==> src/rtl/alu_share_arbiter.sv <==
// Shares one 8-bit ALU among NREQ requesters through a round-robin req/done handshake.
// Define ARB_FIXED_PRIO_EN to make the lowest-index requester always win instead.
module alu_share_arbiter #(
  parameter int unsigned NREQ = 4,
  parameter int unsigned PW   = 3
) (
  input  logic              clock,
  input  logic              reset_n,
  input  logic [NREQ-1:0]   Req,
  input  logic [8*NREQ-1:0] OpA,
  input  logic [8*NREQ-1:0] OpB,
  input  logic [4*NREQ-1:0] OpCode,
  output logic [NREQ-1:0]   Grant,
  output logic [NREQ-1:0]   Done,
  output logic [7:0]        Result,
  output logic              Zero,
  output logic              Carry_out,
  output logic              Overflow,
  output logic              Busy
);

  typedef enum logic [1:0] {
    StIdle = 2'd0,
    StLoad = 2'd1,
    StExec = 2'd2,
    StDone = 2'd3
  } state_e;

  localparam logic [3:0] OpAdd = 4'h0;
  localparam logic [3:0] OpSub = 4'h1;
  localparam logic [3:0] OpAnd = 4'h2;
  localparam logic [3:0] OpOr  = 4'h3;
  localparam logic [3:0] OpXor = 4'h4;
  localparam logic [3:0] OpNot = 4'h5;
  localparam logic [3:0] OpShl = 4'h6;
  localparam logic [3:0] OpShr = 4'h7;
  localparam logic [3:0] OpInc = 4'h8;
  localparam logic [3:0] OpDec = 4'h9;

  state_e          state_q, state_d;
  logic [PW-1:0]   win_q, win_d;
  logic [NREQ-1:0] grant_q, grant_d;
  logic [NREQ-1:0] done_q, done_d;
  logic [7:0]      a_q, a_d;
  logic [7:0]      b_q, b_d;
  logic [3:0]      op_q, op_d;
  logic [7:0]      res_q, res_d;
  logic            zero_q, zero_d;
  logic            carry_q, carry_d;
  logic            ovf_q, ovf_d;

  logic            arb_valid;
  logic [PW-1:0]   arb_idx;
  logic [NREQ-1:0] arb_oh;

  logic            req_win;
  logic [7:0]      sel_a, sel_b;
  logic [3:0]      sel_op;

  logic [8:0]      alu_wide;
  logic [7:0]      alu_opb;
  logic [7:0]      alu_res;
  logic            alu_c, alu_v;

  // ---------------------------------------------------------------------------
  // Arbitration
  // ---------------------------------------------------------------------------
`ifdef ARB_FIXED_PRIO_EN
  always_comb begin
    arb_valid = |Req;
    arb_idx   = '0;
    // Scan downward so the lowest set bit is the last one written.
    for (int i = int'(NREQ) - 1; i >= 0; i--) begin
      if (Req[i]) arb_idx = PW'(i);
    end
  end
`else
  logic [PW-1:0] ptr_q, ptr_d;
  logic [31:0]   cand;

  always_comb begin
    arb_valid = 1'b0;
    arb_idx   = '0;
    cand      = '0;
    for (int unsigned k = 1; k <= NREQ; k++) begin
      cand = (32'(ptr_q) + k) % NREQ;
      for (int unsigned i = 0; i < NREQ; i++) begin
        if (!arb_valid && Req[i] && (cand == i)) begin
          arb_valid = 1'b1;
          arb_idx   = PW'(i);
        end
      end
    end
  end

  // Any exit from a busy state (release or abort) makes the winner lowest priority.
  always_comb begin
    ptr_d = ptr_q;
    if ((state_q != StIdle) && !req_win) ptr_d = win_q;
  end

  always_ff @(posedge clock or negedge reset_n) begin
    if (!reset_n) begin
      ptr_q <= PW'(NREQ - 1);
    end else begin
      ptr_q <= ptr_d;
    end
  end
`endif

  always_comb begin
    arb_oh = '0;
    for (int unsigned i = 0; i < NREQ; i++) begin
      arb_oh[i] = (arb_idx == PW'(i));
    end
  end

  // Operand and request mux for the current winner.
  always_comb begin
    req_win = 1'b0;
    sel_a   = '0;
    sel_b   = '0;
    sel_op  = '0;
    for (int unsigned i = 0; i < NREQ; i++) begin
      if (win_q == PW'(i)) begin
        req_win = Req[i];
        sel_a   = OpA[8*i +: 8];
        sel_b   = OpB[8*i +: 8];
        sel_op  = OpCode[4*i +: 4];
      end
    end
  end

  // ---------------------------------------------------------------------------
  // ALU8 on the latched operands
  // ---------------------------------------------------------------------------
  always_comb begin
    alu_opb  = ((op_q == OpInc) || (op_q == OpDec)) ? 8'h01 : b_q;
    alu_wide = '0;
    alu_res  = a_q;
    alu_c    = 1'b0;
    alu_v    = 1'b0;
    case (op_q)
      OpAdd, OpInc: begin
        alu_wide = {1'b0, a_q} + {1'b0, alu_opb};
        alu_res  = alu_wide[7:0];
        alu_c    = alu_wide[8];
        alu_v    = (a_q[7] == alu_opb[7]) && (alu_res[7] != a_q[7]);
      end
      OpSub, OpDec: begin
        // Carry_out is the borrow for subtraction.
        alu_wide = {1'b0, a_q} - {1'b0, alu_opb};
        alu_res  = alu_wide[7:0];
        alu_c    = alu_wide[8];
        alu_v    = (a_q[7] != alu_opb[7]) && (alu_res[7] != a_q[7]);
      end
      OpAnd: alu_res = a_q & b_q;
      OpOr:  alu_res = a_q | b_q;
      OpXor: alu_res = a_q ^ b_q;
      OpNot: alu_res = ~a_q;
      OpShl: begin
        alu_res = {a_q[6:0], 1'b0};
        alu_c   = a_q[7];
      end
      OpShr: begin
        alu_res = {1'b0, a_q[7:1]};
        alu_c   = a_q[0];
      end
      default: alu_res = a_q;
    endcase
  end

  // ---------------------------------------------------------------------------
  // Handshake FSM
  // ---------------------------------------------------------------------------
  always_comb begin
    state_d = state_q;
    win_d   = win_q;
    grant_d = grant_q;
    done_d  = done_q;
    a_d     = a_q;
    b_d     = b_q;
    op_d    = op_q;
    res_d   = res_q;
    zero_d  = zero_q;
    carry_d = carry_q;
    ovf_d   = ovf_q;
    case (state_q)
      StIdle: begin
        if (arb_valid) begin
          win_d   = arb_idx;
          grant_d = arb_oh;
          state_d = StLoad;
        end
      end
      StLoad: begin
        if (!req_win) begin
          grant_d = '0;
          state_d = StIdle;
        end else begin
          a_d     = sel_a;
          b_d     = sel_b;
          op_d    = sel_op;
          state_d = StExec;
        end
      end
      StExec: begin
        if (!req_win) begin
          grant_d = '0;
          state_d = StIdle;
        end else begin
          res_d   = alu_res;
          zero_d  = (alu_res == 8'h00);
          carry_d = alu_c;
          ovf_d   = alu_v;
          done_d  = grant_q;
          state_d = StDone;
        end
      end
      StDone: begin
        if (!req_win) begin
          grant_d = '0;
          done_d  = '0;
          state_d = StIdle;
        end
      end
      default: begin
        state_d = StIdle;
        win_d   = '0;
        grant_d = '0;
        done_d  = '0;
        a_d     = '0;
        b_d     = '0;
        op_d    = '0;
        res_d   = '0;
        zero_d  = 1'b0;
        carry_d = 1'b0;
        ovf_d   = 1'b0;
      end
    endcase
  end

  always_ff @(posedge clock or negedge reset_n) begin
    if (!reset_n) begin
      state_q <= StIdle;
      win_q   <= '0;
      grant_q <= '0;
      done_q  <= '0;
      a_q     <= '0;
      b_q     <= '0;
      op_q    <= '0;
      res_q   <= '0;
      zero_q  <= 1'b0;
      carry_q <= 1'b0;
      ovf_q   <= 1'b0;
    end else begin
      state_q <= state_d;
      win_q   <= win_d;
      grant_q <= grant_d;
      done_q  <= done_d;
      a_q     <= a_d;
      b_q     <= b_d;
      op_q    <= op_d;
      res_q   <= res_d;
      zero_q  <= zero_d;
      carry_q <= carry_d;
      ovf_q   <= ovf_d;
    end
  end

  assign Grant     = grant_q;
  assign Done      = done_q;
  assign Result    = res_q;
  assign Zero      = zero_q;
  assign Carry_out = carry_q;
  assign Overflow  = ovf_q;
  assign Busy      = (state_q != StIdle);

endmodule

==> config.mk <==
export PLATFORM = sky130hd
export DESIGN_NAME = alu_share_arbiter
export DESIGN_NICKNAME = d
export VERILOG_FILES = /design/src/rtl/alu_share_arbiter.sv
export SDC_FILE = /design/constraint.sdc
export NUM_CORES = 1
export LEC_CHECK = 0
export ABC_AREA = 1
export BUFFER_PORTS_ARGS = -buffer_cell sky130_fd_sc_hd__buf_2
export CORE_MARGIN = 5
export CORE_UTILIZATION = 49
export DETAILED_ROUTE_END_ITERATION = 12
export PLACE_DENSITY = 0.78
export SYNTH_ARGS = -nofsm -noshare
export SYNTH_HDL_FRONTEND = slang
export SYNTH_SLANG_ARGS = --single-unit
==> constraint.sdc <==
create_clock -name clock -period 2.6 [get_ports clock]
set_input_delay 0.13 -clock clock [delete_from_list [all_inputs] [get_ports clock]]
set_output_delay 0.13 -clock clock [all_outputs]
set_load 0.05 [all_outputs]
==> summary.md <==
## Run status
- run status: finished clean

## Finish
- area occupied by registers: 1130 µm²
- area of all placed cells without fillers: 4930 µm²
- antenna diode count: 0
- most frequent standard cell in the layout excluding fill and tap cells: nand2_1
- most used cells in the layout excluding fill and tap cells: 171 x nand2_1, 105 x buf_2, 66 x inv_1
- ratio of cells with drive above 1 in the final layout: 0.278
- area growth from synthesis to layout: 26.2%
- footprint of the multi-input gates: 2560 µm²
- Layout Nets: 821
- final standard cell utilization of the core: 0.635
- total of fill cells in the finished design: 729
- Final Non-Filler Cells: 804

## Die
- effective utilization at floorplan: 0.503
- total die area: 9860 µm²
- Core Rows: 32
- number of primary I/O pins: 106
- Core ar.: 7770 µm²
- die height: 99.3 µm
- die width: 99.3 µm

## Routing
- Post-Route M1 WL: 5290 µm
- final routed wirelength across all metal layers: 12300 µm
- detailed-routed wire length on met2: 5760 µm
- Antenna Nets Post-Route: 0
- highest signal layer in the routed design: met4
- wire length on met3: 1040 µm
- drt drc: 0
- Iter 0 DRT Violations: 229
- length of the first detailed-routing pass in iterations: 5
- vias after detailed routing: 4450
- average detailed-routed wire length per instance: 15.3 µm
- average via count per standard cell: 5.53

## Clock network
- CTS tree: done
- Max Buffers Root-to-Sink: 2
- register clock-pin slew on the reported worst setup and hold paths: 0.10 ns
- number of clock buffers inserted by TritonCTS: 5
- clock tree root buffer cell: clkbuf_8
- H-tree depth: 2
- worst-skew pair later-pin latency: 0.31 ns
- clock net sink count: 45

## Setup path
- RR Startpoint: op_q[1]$_DFFE_PN0P_
- kind of capture point of the worst setup path: flip-flop
- maximum net fanout on the critical path: 3
- capture point of the critical path: Zero$_DFFE_PN0P_
- Slowest-stage cell, CP: dfrtp_1
- setup slack, reg-to-reg: 0.03 ns
- Worst setup startpoint: op_q[1]$_DFFE_PN0P_
- most frequent cell on the critical path: nand2_1
- Crit Path Category: flip-flop to flip-flop
- Critical Path RT: 2.81 ns
- R2R cell count: 20
- crit path DAT: 2.78 ns
- Reg-to-Reg End: Zero$_DFFE_PN0P_
- slowest stage delay, CP: 0.40 ns
- kind of launch point of the worst setup path: flip-flop
- worst-path cell chain: nor2_2, inv_2, o21ai_2, ha_2, inv_2, fa_2, nand2_2, inv_2, o21ai_2, nand2_1, nand2_1, nand2_1, a21oi_2, nor2_1, o211ai_1, nand2_1, nand2_1, inv_1, nand3_1, nand2_1

## Job
- number of maximum-capacitance constraint violations: 0

## Power
- static leakage power: 2.55 nW
- worst vdd rail ir drop: 0.432 mV
- power density normalized to cell area: 1370 nW/µm²
- Switching Power: 3.76 mW
- cell internal pwr: 3.01 mW
- switching share of power: 0.555
- share of power burned in the clock network: 0.079
- Combinational Power Share: 0.725
- Flop pwr share: 0.196

## Min path
- startpoint of the tightest hold check path: OpB[30]
- WHS Path Cells: 3
- type of the most critical hold path: input port to flip-flop

## Place
- PortBufs: 105
- post-placement cell count: 788
- area post-placement: 4640 µm²
- HPWL after detailed placement: 9730 µm
- last weighted congestion value of the routability-driven placer: 0.960

## Synth
- fraction of the mapped netlist area in compound gates: 0.185
- main combinational cell family by area after synthesis: simple AND/OR/NAND/NOR gates
- Synth async-reset ratio: 1.00
- fraction of the mapped netlist area in adder cells: 0.113
- simple-gate area share of the yosys netlist: 0.321
- Gate Count Post-Synth: 578
- area fraction of the dominant cell type after synthesis: 0.275
- Post-synth EDFFs: 0
- Post-synth top flop: dfrtp_1
- main area contributors after synthesis: dfrtp_1 28%, nand2_1 17%, ha_1 10%
- post-synthesis cell type count: 42
- mean cell area of the mapped netlist: 6.76 µm²
- post-synthesis share of cell area spent on xor and xnor gates: 0.00448
- sequential element share of the synthesized area: 0.289
- leading area contributor after synthesis: dfrtp_1
- area of the mapped netlist: 3910 µm²
- flip-flop and latch count after synthesis: 45
- share of cell area taken by muxes after synthesis: 0
- total nets after synthesis: 698
- Yosys warning count: 0

## Timing
- final-report setup violation count: 0
- final worst hold slack: 0.136 ns
- final critical-path required period: 2.57 ns
- RSZ-0062 raised after global routing: yes
- peak clock frequency supported by timing: 0.389 GHz
- measured slew at the worst slew-check pin: 0.957 ns
- final setup skew: 0.0153 ns
- Final Max Tran Viols: 0
- count of final hold-check violations: 0
- post-route clock period utilization: 0.989
- Max-slew headroom: 0.362

## Global routing
- pin count of the biggest net entering global routing: 46
- antenna violations before repair: 0
- remaining global-route overflow: 0
- wire length of the first global-routing pass: 20100 µm
- Total GRT Usage: 0.247
- vias in the first global route: 4356

## through the flow
| stage | power [mW] | setup slack (ns) | setup TNS [ns] |
|---|---|---|---|
| 2_1_floorplan | 4.45 | 0.0202 | 0 |
| 3_3_place_gp | 5.61 | -0.0615 | -0.0615 |
| 3_5_place_dp | 5.72 | -0.115 | -0.230 |
| 4_1_cts | 6.37 | 0.00296 | 0 |
| 5_1_grt | 7.38 | -0.139 | -0.224 |
| 6_report | 6.77 | 0.0289 | 0 |
## worst min-delay path by stage
stage / endpoint / slack [ns]
finish: b_q[6]$_DFFE_PN0P_ / 0.14
global route: a_q[5]$_DFFE_PN0P_ / 0.17
CTS: b_q[6]$_DFFE_PN0P_ / 0.14
detailed placement: Result[3]$_DFFE_PN0P_ / 0.33
global placement: Result[7]$_DFFE_PN0P_ / 0.33
floorplan: Carry_out$_DFFE_PN0P_ / -0.17
## repair_timing
action                                  CTS  global route
setup buffers                             0             7
endpoints found under the setup margin    4             8
pin swaps                                 0            10
hold endpoints to repair                 15             0
hold buffers                              1             0
gates resized for setup                  10            38
## cells by family (layout without fill, tap and decap cells)
logic type | after synthesis | count (layout)
AND/OR/NAND/NOR | 289 | 289
AO/OA/AOI/OAI | 117 | 117
buffers and inverters | 91 | 215
flip-flops | 45 | 45
adder cells (fa/ha/maj) | 34 | 34
XOR/XNOR | 2 | 2
## critical path: cells and delay by family (launching register included)
family	cells	cell delay, ns
buffers and inverters	4	0.20
adder cells (fa/ha/maj)	2	0.54
flip-flops	1	0.40
AO/OA/AOI/OAI	4	0.59
AND/OR/NAND/NOR	10	0.75
## metal layers
| layer | track usage | up-vias |
|---|---|---|
| met5 | 0 | - |
| met4 | 0.0683 | 0 |
| met3 | 0.0337 | 17 |
| met2 | 0.412 | 236 |
| met1 | 0.334 | 2037 |
| li1 | - | 2160 |
## flip-flops by register name, indices dropped and copies added, names as in the netlist
| signal | count |
|---|---|
| Carry_out | 1 |
| Done | 4 |
| Grant | 4 |
| Overflow | 1 |
| Result | 8 |
| Zero | 1 |
| a_q | 8 |
| b_q | 8 |
| op_q | 4 |
| ptr_q | 2 |
| state_q | 2 |
| win_q | 2 |
## cell usage after synthesis, types with 5 or more instances
library cell,n
a41o_1,13
nor2_1,49
nor3_1,10
o211ai_1,5
o21ai_0,54
ha_1,32
inv_1,73
nand2_1,176
o22ai_1,9
a21oi_1,19
nand3_1,29
dfrtp_1,43
clkbuf_1,12
nand4_1,7
## power by group through the flow
stage / Sequential [mW] / Clock, mW / Combinational (mW)
floorplan: 1.66 / 0 / 2.79
global placement: 1.31 / 0 / 4.30
detailed placement: 1.32 / 0 / 4.40
CTS: 1.32 / 0.544 / 4.51
global route: 1.38 / 0.572 / 5.43
finish: 1.33 / 0.537 / 4.91
## layout make-up
cell class / instances / share of cell area
multi-input cells: 442 / 0.518
well taps: 102 / 0.0259
inverters: 78 / 0.0594
repair buffers: 129 / 0.144
flip-flops and latches: 45 / 0.229
clock inverters: 3 / 0.00939
clock buffers: 5 / 0.0140
Note: power is estimated with default switching activity, not from simulation.
